**src/rtl/mem_bus_sequencer.sv**
```systemverilog
// Two-port (instruction fetch / data) sequencer onto a byte-serial memory pin bus.
// Define RR_ARB_EN for round-robin arbitration on simultaneous requests; default is fixed port-1 priority.
module mem_bus_sequencer (
    input  logic        clk,
    input  logic        rst,
    input  logic        req0,
    input  logic        req1,
    input  logic        we0,
    input  logic        we1,
    input  logic [31:0] addr0,
    input  logic [31:0] addr1,
    input  logic [31:0] wdata0,
    input  logic [31:0] wdata1,
    output logic        ack0,
    output logic        ack1,
    output logic [31:0] rdata0,
    output logic [31:0] rdata1,
    output logic [7:0]  pin_addr_out,
    output logic [7:0]  pin_data_out,
    input  logic [7:0]  pin_data_in,
    output logic        pin_oe,
    output logic        pin_frame,
    output logic        pin_we,
    output logic        busy
);

    typedef enum logic [2:0] {
        S_IDLE  = 3'd0,
        S_XFER  = 3'd1,
        S_TURN  = 3'd2,
        S_RDATA = 3'd3,
        S_DONE  = 3'd4
    } state_t;

    state_t      r_state;
    state_t      w_next_state;
    logic [1:0]  r_beat;
    logic        r_we;
    logic        r_port;
    logic [31:0] r_addr;
    logic [31:0] r_wdata;
    logic [23:0] r_shift;
    logic [31:0] r_rdata0;
    logic [31:0] r_rdata1;

    logic        w_req_any;
    logic        w_grant;
    logic        w_last_beat;
    logic [4:0]  w_lsb;
    logic [31:0] w_rd_word;

    assign w_req_any   = req0 | req1;
    assign w_last_beat = (r_beat == 2'd3);
    assign w_lsb       = {r_beat, 3'b000};
    // Final read byte joins the three already shifted in, so no 4th shift slot is needed.
    assign w_rd_word   = {pin_data_in, r_shift};

`ifdef RR_ARB_EN
    logic r_last_grant;

    assign w_grant = (req0 & req1) ? ~r_last_grant : req1;

    always_ff @(posedge clk) begin
        if (rst) begin
            r_last_grant <= 1'b1;
        end else if (r_state == S_IDLE && w_req_any) begin
            r_last_grant <= w_grant;
        end
    end
`else
    assign w_grant = req1;
`endif

    always_ff @(posedge clk) begin
        if (rst) begin
            r_state <= S_IDLE;
        end else begin
            r_state <= w_next_state;
        end
    end

    always_comb begin
        w_next_state = r_state;
        case (r_state)
            S_IDLE:  if (w_req_any) w_next_state = S_XFER;
            S_XFER:  if (w_last_beat) w_next_state = r_we ? S_DONE : S_TURN;
            S_TURN:  w_next_state = S_RDATA;
            S_RDATA: if (w_last_beat) w_next_state = S_DONE;
            S_DONE:  w_next_state = S_IDLE;
            default: w_next_state = S_IDLE;
        endcase
    end

    // Request latch, beat counter and read capture.
    always_ff @(posedge clk) begin
        if (rst) begin
            r_beat   <= 2'd0;
            r_we     <= 1'b0;
            r_port   <= 1'b0;
            r_addr   <= 32'd0;
            r_wdata  <= 32'd0;
            r_shift  <= 24'd0;
            r_rdata0 <= 32'd0;
            r_rdata1 <= 32'd0;
        end else begin
            case (r_state)
                S_IDLE: begin
                    if (w_req_any) begin
                        r_port  <= w_grant;
                        r_we    <= w_grant ? we1    : we0;
                        r_addr  <= w_grant ? addr1  : addr0;
                        r_wdata <= w_grant ? wdata1 : wdata0;
                        r_beat  <= 2'd0;
                    end
                end
                S_XFER: begin
                    r_beat <= r_beat + 2'd1;
                end
                S_TURN: begin
                    r_beat <= 2'd0;
                end
                S_RDATA: begin
                    r_beat  <= r_beat + 2'd1;
                    r_shift <= {pin_data_in, r_shift[23:8]};
                    if (w_last_beat) begin
                        if (r_port) r_rdata1 <= w_rd_word;
                        else        r_rdata0 <= w_rd_word;
                    end
                end
                default: begin
                end
            endcase
        end
    end

    always_comb begin
        ack0         = 1'b0;
        ack1         = 1'b0;
        pin_addr_out = 8'd0;
        pin_data_out = 8'd0;
        pin_oe       = 1'b0;
        pin_frame    = 1'b0;
        busy         = (r_state != S_IDLE);
        pin_we       = r_we & busy;
        case (r_state)
            S_XFER: begin
                pin_addr_out = r_addr[w_lsb +: 8];
                pin_frame    = (r_beat == 2'd0);
                if (r_we) begin
                    pin_data_out = r_wdata[w_lsb +: 8];
                    pin_oe       = 1'b1;
                end
            end
            S_DONE: begin
                ack0 = ~r_port;
                ack1 = r_port;
            end
            default: begin
            end
        endcase
    end

    assign rdata0 = r_rdata0;
    assign rdata1 = r_rdata1;

endmodule
```
**config.mk**
```make
export PLATFORM = sky130hd
export DESIGN_NAME = mem_bus_sequencer
export DESIGN_NICKNAME = d
export VERILOG_FILES = /design/src/rtl/mem_bus_sequencer.sv
export SDC_FILE = /design/constraint.sdc
export NUM_CORES = 1
export LEC_CHECK = 0
export ABC_CLOCK_PERIOD_IN_PS = 3100
export CORE_UTILIZATION = 35
export DETAILED_ROUTE_END_ITERATION = 16
export PLACE_DENSITY_LB_ADDON = 0.2
export SLEW_MARGIN = 5
export SYNTH_ARGS = -nofsm -noshare
export SYNTH_HDL_FRONTEND = slang
export SYNTH_SLANG_ARGS = --single-unit
```
**constraint.sdc**
```tcl
create_clock -name clk -period 3.1 [get_ports clk]
set_clock_uncertainty 0.05 [all_clocks]
set_input_delay 0.93 -clock clk [delete_from_list [all_inputs] [get_ports clk]]
set_output_delay 0.93 -clock clk [all_outputs]
set_load 0.02 [all_outputs]
```
==> results.yml <==
clocking:
  hold_buffers: 0
  clk_latency_ns: 0.42
  cts-root-buf: "clkbuf_16"
  cts_sinks: 159
  cts_setup_buffers: 0
  cts_max_level: 4
  cts_buffers: 17
  cts_tree: "built"
  clk_pin_slew_ns: 0.06
  clock_path_buffers: 2
floorplan:
  num_rows: 52
  fp.dieW_um: 147
  die_area_mm2: 0.0215
  ios: 228
  die_h_um: 147
  coreArea_mm2: 0.0204
  start_util: 0.359
routing:
  routedWlPerCell_um: 16.6
  highest_layer: "met4"
  drc: 0
  drt_wl_total_mm: 20.0
  firstDrtPassIters: 4
  met3_length_mm: 1.17
  ant_nets: 0
  via_per_inst: 4.89
  via_count: 5918
  wl_met2_mm: 9.63
  drt-initial-drc-count: 287
  wirelength_met1_mm: 9.00
power:
  pwr-share-comb: 0.140
  p_switching_mw: 1.17
  ir_drop_uv: 317
  clockPowerShare: 0.406
  p_int_mw: 3.65
  p_seq_frac: 0.454
  swShare: 0.243
  power_density_mw_per_mm2: 468
  total_power_mw: 4.82
  leakage_nw: 3.98
synthesis:
  syn_nets: 873
  ys_ff_latch: 159
  synth_area_leaders: "dfxtp_1 (44%), mux2i_1 (18%), nand2b_1 (8.2%)"
  synth.top_cell.area_share: 0.435
  syn-cell-area_mm2: 0.00731
  synth_largest_area_cell: "dfxtp_1"
  ys.flop_type: "dfxtp_1"
  synth_edf_count: 0
  yosys_warnings: 0
  ys_types: 31
  avgSynthCellArea_um2: 10.0
  synthArstFlopShare: 0
  ys_seq_area_frac: 0.435
  syn-instance-count: 729
timing:
  setup_ws_ns: 0.121
  tightest_slew_ns: 0.983
  setup_violations: 0
  max_slew_margin: 0.343
  fin_crit_sh: 0.961
  min_period_ns: 2.98
  rsz0062_at_grt: "no"
  fin_setup_tns_ns: 0
  drv_slew: 0
  clock.fmax_mhz: 336
  hold_violations: 0
global_route:
  grt_overflow: 0
  track_usage: 0.189
  grt_pass1_wl_mm: 31.6
  antenna_found_initial: 0
  grt_max_degree: 71
  grt_pass1_vias: 5870
critical_path:
  criticalPathCategory: "reg2out"
  cp_cell_sequence: "buf_12, mux4_2, and3_1, dlygate4sd2_1"
  crit_fanout: 10
  cp_slowest_cell: "mux4_2"
  cp-end-kind: "output pin"
  start_kind: "flip-flop"
  crit_path_max_incr_delay_ns: 0.50
  cp.arrival_ns: 2.00
  critPathBufInv: 2
  crit_family: "buffers and inverters"
  required_ns: 2.12
layout:
  area.growth.synth_to_final_pct: 40.7
  final_core_util: 0.506
  final_cell_mix: "clkdlybuf4s50_1 (209), dfxtp_1 (158), mux2i_1 (130), nand2b_1 (96), a21oi_1 (91)"
  layout_commonest_cell: "clkdlybuf4s50_1"
  layout.nets: 1072
  antennaDiodeCount: 0
  drive_above_1_share: 0.0840
  final_cells: 1210
placement:
  dp_hpwl_mm: 13.8
  gp_congestion: 0.769
  pre_cts_slack_ns: 0.315
  portBuffers: 227
  dp.cells: 1178
hold_path:
  worst_hold_path_type: "reg2reg"
run_status:
  outcome: "finished, final reports clean"
job:
  cap_violations: 0
## cells by family after synthesis
group / count (synthesis) / share of synthesized area
DFF: 159 / 0.435
AOI/OAI and AO/OA: 159 / 0.132
buffers and inverters: 76 / 0.0571
adders and majority gates: 2 / 0.00342
and+or+nand+nor: 187 / 0.146
muxes: 146 / 0.227
## worst min-delay path, stage by stage, from the launching register on
cell     delay [ns]
dfxtp_1        0.31
nand2_1        0.05
a21oi_1        0.05
## state kept, by name (all words and copies together), names as in the netlist, 2 cells and up
signal   flops
r_wdata     32
rdata1      32
r_addr      32
r_beat       2
r_shift     24
rdata0      32
r_state      3
## stage by stage
stage / area (µm²) / hold WS, ns
2_1_floorplan: 7310 / 0.387
3_3_place_gp: 9740 / 0.397
3_5_place_dp: 9740 / 0.399
4_1_cts: 10300 / 0.407
5_1_grt: 10300 / 0.425
6_report: 10300 / 0.407
## path summary, 6_finish.rpt
kind | cells past startpoint | startpoint | slack [ns] | to
worst max-delay path | 4 | r_beat[0] | 0.12 | pin_data_out[7]
worst min-delay path | 2 | r_shift[0] | 0.41 | r_shift[0]
worst max register to register | 6 | r_state[2] | 0.80 | r_wdata[1]
worst min register to register | 2 | r_shift[0] | 0.41 | r_shift[0]
## layer usage
metal	vias up	track usage
met4	0	0.0474
met1	2755	0.243
met5	-	0
met3	16	0.0541
met2	177	0.309
li1	2970	-
## timing repair
| action | 4_1_cts | 5_1_grt |
|---|---|---|
| gates cloned | 0 | 1 |
| endpoints found under the setup margin | 16 | 2 |
| resized for setup | 16 | 1 |
## cells in the mapped netlist, types with 2 or more instances
master	n
buf_4	8
buf_2	16
and2_1	11
and3_1	9
clkbuf_1	35
nor3_1	3
mux2i_1	130
inv_1	5
dfxtp_1	159
nand2_1	53
nand2b_1	96
buf_6	11
o21ai_0	2
a211oi_1	65
mux4_2	16
a21oi_1	91
nor2_1	4
ha_1	2
## power by group through the flow
| stage | Sequential [mW] | Combinational, mW | Clock (mW) |
|---|---|---|---|
| 3_5_place_dp | 2.23 | 0.679 | 0 |
| 6_report | 2.19 | 0.672 | 1.96 |
| 4_1_cts | 2.19 | 0.672 | 2.01 |
| 5_1_grt | 2.20 | 0.729 | 2.11 |
| 3_3_place_gp | 2.23 | 0.672 | 0 |
| 2_1_floorplan | 2.20 | 0.391 | 0 |
## cell type report
type | instances | area [µm²]
inverters | 5 | 18.8
well taps | 270 | 338
clock buffers | 21 | 460
clock inverters | 10 | 90.1
flip-flops and latches | 159 | 3180
multi-input cells | 494 | 3720
fillers | 1942 | 10100
repair buffers | 251 | 2480
Note: power is estimated with default switching activity, not from simulation.
